**config.mk**
```make
export PLATFORM = sky130hd
export DESIGN_NAME = rv_plic_claimer
export DESIGN_NICKNAME = d
export VERILOG_FILES = /design/src/rtl/rv_plic_claimer_pkg.sv /design/src/rtl/tlul_pkg.sv /design/src/rtl/rv_plic_claimer.sv
export SDC_FILE = /design/constraint.sdc
export NUM_CORES = 1
export LEC_CHECK = 0
export BUFFER_PORTS_ARGS = -buffer_cell sky130_fd_sc_hd__buf_2
export CORE_ASPECT_RATIO = 1.25
export CORE_UTILIZATION = 30
export DETAILED_ROUTE_END_ITERATION = 10
export GPL_TIMING_DRIVEN = 1
export PLACE_DENSITY_LB_ADDON = 0.3
export SYNTH_ARGS = -nofsm -noshare
export SYNTH_HDL_FRONTEND = slang
export SYNTH_SLANG_ARGS = --single-unit
```
**constraint.sdc**
```tcl
create_clock -name clk_i -period 1.1 [get_ports clk_i]
set_input_delay 0.055 -clock clk_i [delete_from_list [all_inputs] [get_ports clk_i]]
set_output_delay 0.055 -clock clk_i [all_outputs]
set_load 0.005 [all_outputs]
```
**src/rtl/rv_plic_claimer_pkg.sv**
```systemverilog
// rtl/rv_plic_claimer_pkg.sv - claimer FSM states and fixed request attributes
package rv_plic_claimer_pkg;

  typedef enum logic [2:0] {
    IDLE      = 3'd0,
    CLM_REQ   = 3'd1,
    CLM_RSP   = 3'd2,
    PRESENT   = 3'd3,
    WAIT_CMPL = 3'd4,
    CMP_REQ   = 3'd5,
    CMP_RSP   = 3'd6
  } claim_state_e;

  // CC register is always accessed as a full 32-bit word
  localparam logic [1:0] TL_SIZE_WORD = 2'd2;
  localparam logic [3:0] TL_MASK_FULL = 4'hF;

endpackage

```
**src/rtl/tlul_pkg.sv**
```systemverilog
// rtl/tlul_pkg.sv - TL-UL channel types and opcodes
package tlul_pkg;

  typedef enum logic [2:0] {
    PutFullData    = 3'h0,
    PutPartialData = 3'h1,
    Get            = 3'h4
  } tl_a_op_e;

  typedef enum logic [2:0] {
    AccessAck     = 3'h0,
    AccessAckData = 3'h1
  } tl_d_op_e;

  typedef struct packed {
    logic        a_valid;
    tl_a_op_e    a_opcode;
    logic [2:0]  a_param;
    logic [1:0]  a_size;
    logic [7:0]  a_source;
    logic [31:0] a_address;
    logic [3:0]  a_mask;
    logic [31:0] a_data;
    logic [7:0]  a_user;
    logic        d_ready;
  } tl_h2d_t;

  typedef struct packed {
    logic        d_valid;
    tl_d_op_e    d_opcode;
    logic [2:0]  d_param;
    logic [1:0]  d_size;
    logic [7:0]  d_source;
    logic        d_sink;
    logic [31:0] d_data;
    logic [7:0]  d_user;
    logic        d_error;
    logic        a_ready;
  } tl_d2h_t;

endpackage

```
**src/rtl/rv_plic_claimer.sv**
```systemverilog
// rtl/rv_plic_claimer.sv - PLIC claim/complete sequencer over TL-UL
module rv_plic_claimer
  import rv_plic_claimer_pkg::*;
#(
  parameter int          NumSrc = 64,
  parameter logic [31:0] CcAddr = 32'h0000_0200,
  localparam int         SRCW   = $clog2(NumSrc)
) (
  input  logic                clk_i,
  input  logic                rst_ni,
  input  logic                irq_i,
  input  logic [SRCW-1:0]     irq_id_i,
  output tlul_pkg::tl_h2d_t   tl_o,
  input  tlul_pkg::tl_d2h_t   tl_i,
  output logic                id_valid_o,
  output logic [SRCW-1:0]     id_o,
  input  logic                id_ready_i,
  input  logic                cmpl_valid_i,
  input  logic [SRCW-1:0]     cmpl_id_i,
  output logic                cmpl_ready_o,
  output logic                err_o
);

  claim_state_e       state;
  logic [SRCW-1:0]    id_q;
  logic               a_valid_q;
  tlul_pkg::tl_a_op_e a_opcode_q;
  logic [31:0]        a_data_q;

  // The ID is always taken from the claim read; irq_id_i is only a hint, and
  // most response fields carry nothing this block needs.
  logic unused_inputs;
  assign unused_inputs = ^{irq_id_i, tl_i};

  assign id_o = id_q;

  // Request fields are only loaded on entry to a *_REQ state, so they stay
  // stable for as long as the device withholds a_ready.
  always_ff @(posedge clk_i) begin
    if (!rst_ni) begin
      state        <= IDLE;
      id_q         <= '0;
      a_valid_q    <= 1'b0;
      a_opcode_q   <= tlul_pkg::Get;
      a_data_q     <= '0;
      id_valid_o   <= 1'b0;
      cmpl_ready_o <= 1'b0;
      err_o        <= 1'b0;
    end else begin
      err_o <= 1'b0;
      case (state)
        IDLE: begin
          if (irq_i) begin
            a_valid_q  <= 1'b1;
            a_opcode_q <= tlul_pkg::Get;
            a_data_q   <= '0;
            state      <= CLM_REQ;
          end
        end
        CLM_REQ: begin
          if (a_valid_q && tl_i.a_ready) begin
            a_valid_q <= 1'b0;
            state     <= CLM_RSP;
          end
        end
        CLM_RSP: begin
          if (tl_i.d_valid) begin
            id_q <= tl_i.d_data[SRCW-1:0];
            if (tl_i.d_error) begin
              err_o <= 1'b1;
              state <= IDLE;
            end else if (tl_i.d_data[SRCW-1:0] == '0) begin
              // ID 0 means nothing pending any more: spurious, nothing to complete
              state <= IDLE;
            end else begin
              id_valid_o <= 1'b1;
              state      <= PRESENT;
            end
          end
        end
        PRESENT: begin
          if (id_ready_i) begin
            id_valid_o   <= 1'b0;
            cmpl_ready_o <= 1'b1;
            state        <= WAIT_CMPL;
          end
        end
        WAIT_CMPL: begin
          if (cmpl_valid_i) begin
            cmpl_ready_o <= 1'b0;
            a_valid_q    <= 1'b1;
            a_opcode_q   <= tlul_pkg::PutFullData;
            a_data_q     <= {{(32-SRCW){1'b0}}, cmpl_id_i};
            state        <= CMP_REQ;
          end
        end
        CMP_REQ: begin
          if (a_valid_q && tl_i.a_ready) begin
            a_valid_q <= 1'b0;
            state     <= CMP_RSP;
          end
        end
        CMP_RSP: begin
          if (tl_i.d_valid) begin
            err_o <= tl_i.d_error;
            state <= IDLE;
          end
        end
        default: state <= IDLE;
      endcase
    end
  end

  // Assemble the host channel from registered fields; unused fields stay zero
  always_comb begin
    tl_o           = '0;
    tl_o.a_valid   = a_valid_q;
    tl_o.a_opcode  = a_opcode_q;
    tl_o.a_size    = TL_SIZE_WORD;
    tl_o.a_source  = '0;
    tl_o.a_address = CcAddr;
    tl_o.a_mask    = TL_MASK_FULL;
    tl_o.a_data    = a_data_q;
    tl_o.d_ready   = 1'b1;
  end

endmodule
```
==> out/results.tsv <==
metric	value	unit
p_int	1.171	mW
n_antenna_cell	0	
violations	negative setup slack	
p_switching	488.3	uW
hold_violations	0	
dieArea	0.005366	mm2
critPathMostFrequentCell	a211o_1	
synth_xor_area_frac	0	
critPathArrivalTime	1.34	ns
postRouteAntennaNets	0	
portBuffers	36	
drt-total-wl	2459	um
run_status	complete, but fails checks	
synth_edf_count	0	
tns	-0.06813	ns
share_comb_of_total_power	0.240	
crit_chain	buf_6 > a211o_1 > a211o_1 > mux2i_1	
reg2reg_depth	4	
synth_top_family_by_area	buffers and inverters	
synth.most_common_cell	buf_4	
first_pass_iters	4	
cts_root_buf	clkbuf_8	
seq_area_frac_synth	0.2629	
grt_max_degree	11	
synthTopCellsByArea	buf_4, dfxtp_1, mux2i_1	
final_layout_size_suffix_gt1_frac	0.2965	
fin_ws	-0.05398	ns
critPathBufInv	1	
power_density	1026	mW/mm2
vias_per_cell	3.741	
ys.flop_type	dfxtp_1	
wl_per_cell	8.598	um
grt_usage	0.09401	
die_h	81.66	um
hold_end	a_data_q[4]	
grt_overflow_total	0	
slowest_stage	dfxtp_4	
synth_largest_area_cell	buf_4	
gp_congestion	0.7613	
max_stage_delay	0.36	ns
crit_family	compound AO/OA/AOI/OAI gates	
setup_violations	5	
grt_pass1_wl	3808	um
path_class	reg -> reg	
cts_buffer_depth	2	
postSynthCellCount	183	
r2r_start	state[2]	
clockPowerShare	0.289	
layout_min_cycle_time	1.154	ns
fillers	514	
cts_max_level	1	
io_pins	180	
power.total	1.659	mW
p_sw_frac	0.2943	
instances_no_fill	286	
synthArstFlopShare	0	
clk-insertion-delay-late	0.26	ns
vdd_ir_drop_max	0.0005608	V
reg2reg_to	state[0]	
ff2ff_setup_slack	-0.05	ns
syn_area	0.001523	mm2
ys_warn_count	0	
critPathMaxFanout	7	
syn_avg_cell_area	8.321	um2
area_delta_synth_final	6.245	%
synth_fa_ha_area_frac	0	
cts_tree	yes	
p_leak	0.8569	nW
fin_worst_skew	0.003865	ns
seqPwrFrac	0.471	
antenna_found_initial	0	
drv_slew	0	
clkTransAtPathRegs	0.07	ns
dp_hpwl	1925	um
numCtsBuffers	3	
layout.nets	305	
synth_compound_area_frac	0.09614	
hp-class	in -> reg	
synth_top_area_frac	0.4339	
fp.coreArea	0.004800	mm2
num_rows	28	
fin_crit_sh	1.049	
cp.required	1.29	ns
max_freq	0.8666	GHz
cts.sinks	20	
whs_path_depth	3	
worstHoldStart	cmpl_id_i[4]	
cts_hold_buf	0	
worstSetupEndpointType	flip-flop	
vias	1070	
die_x	65.72	um
drc	0	
grt_pass1_vias	869	
synth.mux.area_fraction	0.05259	
grt_setup_unrepaired	yes	
maxCapViolCount	0	
synthSimpleGateAreaFrac	0.1274	
start_util	0.3173	
ys_seq_elements	20	
placed_cells	281	
synthTopCellsByCount	buf_4, dfxtp_1, nor2_1	
worstSetupStartpointType	flip-flop	
drt_iter0_markers	20	
synthDistinctLibCells	29	
-- how the worst max path moves through the flow --
stage,start,end,slack [ns],depth (start not counted)
6_report,state[2],state[0],-0.05,4
3_3_place_gp,state[2],state[0],-0.09,4
2_1_floorplan,state[2],a_data_q[0],-0.02,5
5_1_grt,state[2],state[0],-0.13,4
3_5_place_dp,state[2],state[0],-0.12,4
4_1_cts,state[2],state[0],-0.04,4
-- state kept, by name (all words and copies together) (netlist names) --
register      cells
a_data_q          6
a_opcode_q        1
a_valid_q         1
cmpl_ready_o      1
err_o             1
id_o              6
id_valid_o        1
state             3
-- metal layers --
metal	vias up	track usage	wire (um)
met4	0	0.05870	38
li1	509	-	-
met3	4	0.02222	262
met2	92	0.1612	1132
met5	-	0	0
met1	465	0.1032	1026
-- power by group through the flow --
stage | combinational, mW | sequential, mW | clock (mW)
2_1_floorplan | 0.461 | 0.784 | 0
3_3_place_gp | 0.356 | 0.793 | 0
3_5_place_dp | 0.355 | 0.791 | 0
4_1_cts | 0.370 | 0.780 | 0.499
5_1_grt | 0.451 | 0.787 | 0.536
6_report | 0.398 | 0.782 | 0.479
-- through the flow --
step	cell area, um2	setup slack (ns)	utilization	hold WS, ns
after floorplan	1843	-0.01822	-	0.1312
after detailed placement	1479	-0.1195	0.3081	0.2991
after CTS	1563	-0.03502	0.3256	0.02535
after global routing	1618	-0.1292	0.3371	0.03261
final	1618	-0.05398	0.3371	0.02945
after global placement	1479	-0.09223	0.3081	0.2908
-- worst reg2reg max path, delay by kind of cell (launching register included) --
kind	cells	cell delay, ns
DFF	1	0.36
muxes	1	0.11
AOI/OAI and AO/OA	2	0.47
buffers and inverters	1	0.14
-- cells in the final DEF, fill, tap and decap left out, types with 3 or more instances in the layout --
| master | n |
|---|---|
| clkbuf_8 | 3 |
| conb_1 | 86 |
| nor2_1 | 17 |
| dfxtp_1 | 17 |
| a22oi_2 | 6 |
| a21oi_1 | 5 |
| mux2i_1 | 7 |
| nand2_1 | 7 |
| buf_2 | 36 |
| buf_6 | 3 |
| buf_4 | 9 |
| o21ai_1 | 4 |
-- logic make-up (layout without fill, tap and decap cells) --
logic type | after synthesis | count (layout)
buffers and inverters | 93 | 52
AND/OR/NAND/NOR | 37 | 37
AO/OA/AOI/OAI | 23 | 23
flip-flops | 20 | 20
multiplexers | 8 | 8
other | 2 | 86
-- cell type report --
type	instances	area, um2	share of cell area
Sequential cell	20	409.1	0.2529
Multi-Input combinational cell	154	807.0	0.4988
Timing Repair Buffer	48	281.5	0.1740
Tap cell	60	75.07	0.04640
Inverter	1	3.754	0.002320
Clock buffer	3	41.29	0.02552
-- repair_timing --
action | in CTS | in global routing
setup endpoints to repair | 14 | 15
setup buffers | 2 | 0
pin swaps | 4 | 11
gates resized for setup | 9 | 11
No activity file was read; power rests on OpenSTA's default activity.
